File: src/rtl/power_window_ctrl.sv
// Run sequencer for the cpu power-modeling harness: holds cpu reset, times a warm-up and a
// measurement window, and accumulates debug-bus toggle activity inside that window.
module power_window_ctrl #(
    parameter int unsigned      DBG_W         = 16,
    parameter int unsigned      CNT_W         = 32,
    parameter int unsigned      RST_CYCLES    = 2,
    parameter int unsigned      WARMUP_CYCLES = 4,
    parameter int unsigned      WINDOW_CYCLES = 10,
    parameter bit               MATCH_EN      = 1'b0,
    parameter logic [DBG_W-1:0] MATCH_VAL     = {DBG_W{1'b0}}
) (
    input  logic             clk,
    input  logic             rst,
    input  logic             start,
    input  logic             abort,
    input  logic [DBG_W-1:0] debug_in,
    output logic             cpu_rst,
    output logic             win_active,
    output logic             done,
    output logic             match_hit,
    output logic [CNT_W-1:0] toggle_count,
    output logic [CNT_W-1:0] cycle_count
);

    localparam int unsigned PC_W   = $clog2(DBG_W + 1);
    localparam int unsigned EXT_W  = (CNT_W > PC_W) ? CNT_W : PC_W;
    localparam int unsigned SUM_W  = EXT_W + 1;
    localparam int unsigned PH_MAX0 = (RST_CYCLES > WARMUP_CYCLES) ? RST_CYCLES : WARMUP_CYCLES;
    localparam int unsigned PH_MAX = (PH_MAX0 > WINDOW_CYCLES) ? PH_MAX0 : WINDOW_CYCLES;
    localparam int unsigned PH_W   = (PH_MAX > 1) ? $clog2(PH_MAX) : 1;

    localparam logic [PH_W-1:0]  RST_LAST = PH_W'(RST_CYCLES - 1);
    localparam logic [PH_W-1:0]  WUP_LAST = PH_W'(WARMUP_CYCLES - 1);
    localparam logic [PH_W-1:0]  WIN_LAST = PH_W'(WINDOW_CYCLES - 1);
    localparam logic [SUM_W-1:0] CNT_MAX  = SUM_W'({CNT_W{1'b1}});

    typedef enum logic [2:0] {
        S_IDLE    = 3'd0,
        S_RESET   = 3'd1,
        S_WARMUP  = 3'd2,
        S_MEASURE = 3'd3,
        S_DONE    = 3'd4
    } state_e;

    function automatic logic [PC_W-1:0] popcount(input logic [DBG_W-1:0] v);
        logic [PC_W-1:0] n;
        n = {PC_W{1'b0}};
        for (int i = 0; i < DBG_W; i++) begin
            n = n + PC_W'(v[i]);
        end
        return n;
    endfunction

    // The sum is one bit wider than either operand, so it never wraps before the clamp.
    function automatic logic [CNT_W-1:0] sat_add(input logic [CNT_W-1:0] acc,
                                                 input logic [SUM_W-1:0] inc);
        logic [SUM_W-1:0] sum;
        logic [CNT_W-1:0] res;
        sum = SUM_W'(acc) + inc;
        if (sum > CNT_MAX) begin
            res = {CNT_W{1'b1}};
        end else begin
            res = sum[CNT_W-1:0];
        end
        return res;
    endfunction

    state_e           state_q, state_d;
    logic [PH_W-1:0]  ph_q, ph_d;
    logic [DBG_W-1:0] debug_q;
    logic             cpu_rst_q, cpu_rst_d;
    logic             win_q, win_d;
    logic             done_q, done_d;
    logic             hit_q, hit_d;
    logic [CNT_W-1:0] tc_q, tc_d;
    logic [CNT_W-1:0] cc_q, cc_d;
    logic             match_s;
    logic             run_req_s;
    logic [SUM_W-1:0] pop_s;

    assign match_s   = MATCH_EN && (debug_in == MATCH_VAL);
    assign run_req_s = start && ((state_q == S_IDLE) || (state_q == S_DONE));
    assign pop_s     = SUM_W'(popcount(debug_in ^ debug_q));

    always_ff @(posedge clk) begin
        if (rst) begin
            state_q <= S_IDLE;
            ph_q    <= {PH_W{1'b0}};
        end else begin
            state_q <= state_d;
            ph_q    <= ph_d;
        end
    end

    // ph_q counts cycles spent in the current timed state and restarts on every transition.
    always_comb begin
        state_d = state_q;
        ph_d    = ph_q;
        if (abort) begin
            state_d = S_IDLE;
            ph_d    = {PH_W{1'b0}};
        end else begin
            case (state_q)
                S_IDLE, S_DONE: begin
                    if (start) begin
                        state_d = S_RESET;
                        ph_d    = {PH_W{1'b0}};
                    end else begin
                        state_d = state_q;
                    end
                end
                S_RESET: begin
                    if (ph_q == RST_LAST) begin
                        state_d = S_WARMUP;
                        ph_d    = {PH_W{1'b0}};
                    end else begin
                        ph_d = ph_q + PH_W'(1);
                    end
                end
                S_WARMUP: begin
                    if (ph_q == WUP_LAST) begin
                        state_d = S_MEASURE;
                        ph_d    = {PH_W{1'b0}};
                    end else begin
                        ph_d = ph_q + PH_W'(1);
                    end
                end
                S_MEASURE: begin
                    if (match_s || (ph_q == WIN_LAST)) begin
                        state_d = S_DONE;
                        ph_d    = {PH_W{1'b0}};
                    end else begin
                        ph_d = ph_q + PH_W'(1);
                    end
                end
                default: begin
                    state_d = S_IDLE;
                    ph_d    = {PH_W{1'b0}};
                end
            endcase
        end
    end

    // Outputs decode the next state so the registered versions line up with the state itself.
    always_comb begin
        cpu_rst_d = 1'b1;
        win_d     = 1'b0;
        done_d    = 1'b0;
        case (state_d)
            S_WARMUP:  cpu_rst_d = 1'b0;
            S_MEASURE: begin
                cpu_rst_d = 1'b0;
                win_d     = 1'b1;
            end
            S_DONE:    done_d = 1'b1;
            default:   cpu_rst_d = 1'b1;
        endcase
    end

    // Counters: cleared on entry to RESET, accumulated in MEASURE, held otherwise (abort included).
    always_comb begin
        tc_d  = tc_q;
        cc_d  = cc_q;
        hit_d = hit_q;
        if (abort) begin
            tc_d = tc_q;
        end else if (state_q == S_MEASURE) begin
            tc_d = sat_add(tc_q, pop_s);
            cc_d = sat_add(cc_q, SUM_W'(1));
            if (match_s) begin
                hit_d = 1'b1;
            end else begin
                hit_d = hit_q;
            end
        end else if (run_req_s) begin
            tc_d  = {CNT_W{1'b0}};
            cc_d  = {CNT_W{1'b0}};
            hit_d = 1'b0;
        end else begin
            tc_d = tc_q;
        end
    end

    always_ff @(posedge clk) begin
        if (rst) begin
            cpu_rst_q <= 1'b1;
            win_q     <= 1'b0;
            done_q    <= 1'b0;
            hit_q     <= 1'b0;
            tc_q      <= {CNT_W{1'b0}};
            cc_q      <= {CNT_W{1'b0}};
            debug_q   <= {DBG_W{1'b0}};
        end else begin
            cpu_rst_q <= cpu_rst_d;
            win_q     <= win_d;
            done_q    <= done_d;
            hit_q     <= hit_d;
            tc_q      <= tc_d;
            cc_q      <= cc_d;
            debug_q   <= debug_in;
        end
    end

    assign cpu_rst      = cpu_rst_q;
    assign win_active   = win_q;
    assign done         = done_q;
    assign match_hit    = hit_q;
    assign toggle_count = tc_q;
    assign cycle_count  = cc_q;

endmodule

File: config.mk
export PLATFORM = sky130hd
export DESIGN_NAME = power_window_ctrl
export DESIGN_NICKNAME = d
export VERILOG_FILES = /design/src/rtl/power_window_ctrl.sv
export SDC_FILE = /design/constraint.sdc
export NUM_CORES = 1
export LEC_CHECK = 0
export CAP_MARGIN = 10
export CELL_PAD_IN_SITES_DETAIL_PLACEMENT = 0
export CELL_PAD_IN_SITES_GLOBAL_PLACEMENT = 1
export CORE_ASPECT_RATIO = 1.75
export CORE_MARGIN = 2
export CORE_UTILIZATION = 36
export DETAILED_ROUTE_END_ITERATION = 6
export GPL_TIMING_DRIVEN = 1
export PLACE_DENSITY_LB_ADDON = 0.1
export SETUP_SLACK_MARGIN = 0.5
export SLEW_MARGIN = 20
export SYNTH_ARGS = -nofsm -noshare
export SYNTH_HDL_FRONTEND = slang
export SYNTH_SLANG_ARGS = --single-unit
File: constraint.sdc
create_clock -name clk -period 5 [get_ports clk]
set_clock_uncertainty 0.05 [all_clocks]
set_input_delay 0.75 -clock clk [delete_from_list [all_inputs] [get_ports clk]]
set_output_delay 0.75 -clock clk [all_outputs]
set_load 0.03 [all_outputs]
Word level (Yosys, flattened, before mapping)
Cells that the tools add are included.

operators by class
  add/sub/neg operators = 18
  magnitude comparators = 2
  muxes and demuxes = 19
  bitwise logic cells = 2
  reductions and logical operators = 8
  equal/unequal tests = 11

operators with widths
  operator               count
  $mux 32                5
  $gt 33x32->1 const B   2
  $add 5x1->5            11
  $add 32x1->33 const B  1
  $add 32x5->33          1
  $mux 4                 4
  $pmux 4 s4             1
  $xor 16x16->16         1
  $mux 3                 5
  $eq 3x2->1 const B     4
  $pmux 3 s4             1
  $eq 3x3->1 const B     2
  $reduce_or 2->1        3
  $add 4x1->5            1
  $add 3x1->4            1
  $add 4x1->4 const B    1
  $eq 4x1->1 const B     1
  $eq 4x2->1 const B     1
  $eq 4x4->1 const B     1
  $add 2x1->3            1
  $eq 3x1->1 const B     1
  $logic_not 3->1        1
  $mux 1                 3
  $add 1x1->2            1
  other kinds (6)        6

word-level totals
  logic and storage cells = 68
  register bits = 90
  input bits = 20

Depth between registers and ports, before layout
  word-level depth = 20
  gate-level depth with buffers = 19
  depth with buffers taken out = 18

Worst setup path after synthesis
Ideal clock, no wire load.

  path kind = in2reg
  from = in debug_in[0]
  to = reg tc_q[1], in the netlist toggle_count[1]
  buffers on the path = 1
  cell stages on the path = 17
  required time = 4.879 ns
  arrival = 5.387 ns
  path slack = -0.508 ns
  path through = xor2_1 fa_1 fa_1 fa_1 inv_1 fa_1 fa_1 inv_1 fa_1 a21o_1 a21oi_1 o21ai_1 nand2_1 nor3_1 clkbuf_1 o21ai_0 a21oi_1

between the ends
  cells in the longest elaborated chain, start to end = 20

RTL lines
  item                           line  text
  start, declared                16    input logic [DBG_W-1:0] debug_in,
  $xor 16x16->16 (*)             83    assign pop_s = SUM_W'(popcount(debug_in ^ debug_q));
  $add 1x1->2 (*)                49    n = n + PC_W'(v[i]);
  $add 2x1->3 (*)                49
  $add 3x1->4 (*)                49
  $add 4x1->5 (*)                49
  $add 5x1->5 (*) (11 in a row)  49
  $add 32x5->33 (*)              59    sum = SUM_W'(acc) + inc;
  $gt 33x32->1                   60    if (sum > CNT_MAX) begin
  $mux 32 (*)                    60
  $mux 32 (*)                    167   end else if (state_q == S_MEASURE) begin
  end signal, assigned           190   tc_q <= {CNT_W{1'b0}};
  end signal, assigned           198   tc_q <= tc_d;
  end, declared                  75    logic [CNT_W-1:0] tc_q, tc_d;

Every way passes the cells marked *; elsewhere a longest branch is shown, timed or not.
A chain may end at the register's enable or synchronous reset.

Worst setup path after layout
  from = in debug_in[12]
  to = reg tc_q[21], in the netlist toggle_count[21]

between the ends
  cells in the longest elaborated chain, start to end = 9

RTL lines
  item                          line
  $xor 16x16->16 (*)            83
  $add 5x1->5 (*) (4 in a row)  49
  $add 32x5->33 (*)             59
  $gt 33x32->1                  60
  $mux 32 (*)                   60
  $mux 32 (*)                   167

Marks and branches as above.

==> run metrics <==
CTS tree=built; YS warnings=0; CTS Buf Count=9; Die Area=between 0.015 and 0.02 sq mm; Crit path arrival time=5.02 ns; Layout fillers=between 1500 and 2000; R2R Setup Slk=0.38 ns; post-layout minimum cycle time=4.80 ns; unrepaired setup endpoints after global routing=yes; CP required=5.22 ns; commonest non-fill, non-tap cell in the layout=dfxtp_1; 1st-iter DRT viols=about 270; Hold Path Class=register to register; Synth Instances=741; proportion of layout cells with a drive suffix above 1=between 10 and 15%; Rel. slew slack=43.5%; FP Rows=60; gr ovfl total=0; GRT Resource Usage Total=22.5%; CP Class=primary input to register; Post-DRT Antenna Nets=0; Most Used Layer, Global Route=met2; FF-to-FF path depth=19; Post-Synthesis Net Count=785; Most used DFF post-synth=dfxtp_1; placed cells=999; clk slew on worst S/H paths=0.06 ns; #FFs+latches synth=90; Critical R2R Launch=debug_q[12]; H-tree level count=3; Max clock buf depth=2; Die H=169 microns; maximum VDD drop=0.195 mV; commonest cells after routing, fill and taps aside=dfxtp_1 (90), clkdlybuf4s50_1 (77), nor2_1 (71), nand2_1 (65), a21oi_1 (54); Syn Std Cell Area=0.00562 sq mm; sequential area share after synthesis=32.1%; CP dominant cell by count=fa_1; synth unique cells=66; final hold violation count=0; Starting Density=a little under two fifths; drt total wl=18.9 mm; diode count=0; final non-filler cell total=1020; crit path max fanout=4; crit start category=primary input; P_leak=2.72 nW; Via density=around 5.7; FMAX=208 MHz; Period Utilization, post-route=96.0%; CTS Sinks=90; area grow syn2layout=30.2%; Avg Synthesized Cell Area=7.58 sq um; # DRC=0; grt met2 use=43.5%; kind of end point of the critical path=register; Min-Delay Startpoint=toggle_count[3]; R2R Path End=toggle_count[21]; worst path buffer plus inverter count=5; hold path cells=2; PortBufs=86; PwrDens=259 mW/mm^2; Least-Margin Pin Slew=0.847 ns; Critical-path top delay cell=fa_1; hold slack=0.445 ns; hpwl dp=13.9 mm; status=finished clean; final setup fails=0; M3 GR Usage=3.21%; Die W=approximately 100 microns; global routing usage on met1=~23%; largest net degree at the start of global routing=50; Worst Hold Path EP=toggle_count[3]; final max-slew violation count=0; routability cong.=0.888; CP cell instances=buf_6, xnor2_2, fa_1, inv_1, fa_1, fa_1, inv_2, fa_1, fa_2, inv_2, fa_2, a21o_1, a21oi_2, o21ai_2, nand2_2, buf_6, nor3_4, nor2_4, and4_1, nor3_2; Crit path largest cell delay=0.57 ns; clock root buffer=clkbuf_16; initial antenna violation count=0; Post-synth EDFFs=0; Async S/R FF share, synth=0%; vias in the first global route=5836; routed vias=5795; CP delay by family, top=adder cells; global-route wire length before repair=29.9 mm; routed len/inst=18.6 microns; Hold-fix buffers, CTS=0; Skew-Pair Late Insertion Delay=0.35 ns; nets=~870; Core Area=roughly 0.015 sq mm; Pre-Repair DR Iteration Count=5; MaxCap Viol Count=0; io pins=88
==> sequential cells by signal, indices dropped and copies added (netlist names) <==
signal        cells
win_active        1
cycle_count      32
ph_q              4
done              1
cpu_rst           1
toggle_count     32
debug_q          16
state_q           3
==> power by group <==
part           switching (mW)  leakage, nW  total (mW)  internal [mW]
Clock                   0.313        0.152       0.716          0.403
Sequential            0.00536        0.729       0.730          0.724
Combinational           0.238         1.84       0.446          0.208
Total                   0.556         2.72        1.89           1.34
==> per-stage QoR <==
step / total power, mW / worst slack, ns / utilization (%) / TNS (ns) / area [sq um]
5_1_grt: 2.01 / 0.0118 / 47.7 / 0 / 7310
4_1_cts: 1.92 / 0.166 / 47.4 / 0 / 7250
2_1_floorplan: 1.02 / 0.00172 / - / 0 / 5680
3_5_place_dp: 1.18 / -0.710 / 44.4 / -19.10 / 6800
6_report: 1.89 / 0.202 / 47.7 / 0 / 7310
3_3_place_gp: 1.17 / -0.656 / 44.4 / -17.84 / 6800
==> worst max path at each step <==
stage                  from  cells past startpoint                to  slack [ns]
6_report       debug_in[12]                     20  toggle_count[21]        0.20
5_1_grt        debug_in[12]                     20  toggle_count[21]        0.01
4_1_cts         debug_in[0]                     18  toggle_count[29]        0.17
3_5_place_dp   debug_in[14]                     19  toggle_count[29]       -0.71
3_3_place_gp   debug_in[14]                     19  toggle_count[30]       -0.66
2_1_floorplan  debug_in[14]                     19   toggle_count[7]       0.002
==> routing by layer <==
layer / vias to the layer above / part of all wire, %
li1: 2796 / -
met1: 2774 / 37
met4: 0 / 3.1
met3: 44 / 4.5
met5: - / 0
met2: 181 / 56
==> cells by family after synthesis <==
kind of cell               synth area share (%)
muxes                                     0.357
buffers and inverters                      6.04
AOI/OAI and AO/OA                          21.0
adders and majority gates                  6.95
xor gates and xnor gates                   5.77
and+or+nand+nor                            27.7
other                                    0.0668
DFF                                        32.1
==> cells in the mapped netlist, types with 4 or more instances <==
| cell type | instances | area share [%] |
|---|---|---|
| ha_1 | 12 | 2.7 |
| dfxtp_1 | 90 | 32 |
| a31oi_1 | 14 | 1.6 |
| xnor2_1 | 23 | 3.6 |
| clkbuf_1 | 34 | 2.3 |
| o21ai_0 | 73 | 6.5 |
| inv_1 | 43 | 2.9 |
| and3_1 | 11 | 1.2 |
| nor4_1 | 8 | 0.89 |
| or3_1 | 8 | 0.89 |
| or4_1 | 6 | 0.80 |
| nor3_1 | 36 | 3.2 |
| fa_1 | 12 | 4.3 |
| a211oi_1 | 9 | 1.2 |
| nand2_1 | 67 | 4.5 |
| a21oi_1 | 59 | 5.3 |
| nor2_1 | 75 | 5.0 |
| nand3_1 | 19 | 1.7 |
| nand4_1 | 17 | 1.9 |
| and4_1 | 4 | 0.62 |
| buf_2 | 4 | 0.36 |
| xor2_1 | 14 | 2.2 |
| nor2b_1 | 18 | 2.0 |
| o21ai_1 | 10 | 0.89 |
| and2_1 | 9 | 1.0 |
==> repair_timing <==
action	CTS	global route
cloned	1	0
pin swaps	38	27
hold endpoints to repair	0	0
resized for setup	83	15
setup buffers	3	1
setup endpoints to repair	32	32
==> cell type report <==
cell class | count | area (sq um) | share of cell area, %
Inverter | 43 | 161 | 2.21
Sequential cell | 90 | 1800 | 24.6
Clock inverter | 6 | 66.3 | 0.907
Clock buffer | 10 | 239 | 3.27
Timing Repair Buffer | 119 | 1110 | 15.2
Multi-Input combinational cell | 566 | 3700 | 50.6
Tap cell | 186 | 233 | 3.18
==> worst min-delay path, delay by kind of cell, from the launching register on <==
kind | cells | cell delay [ns]
flops | 1 | 0.33
simple gates | 1 | 0.06
compound gates | 1 | 0.06
No activity file was read; power rests on OpenSTA's default activity.
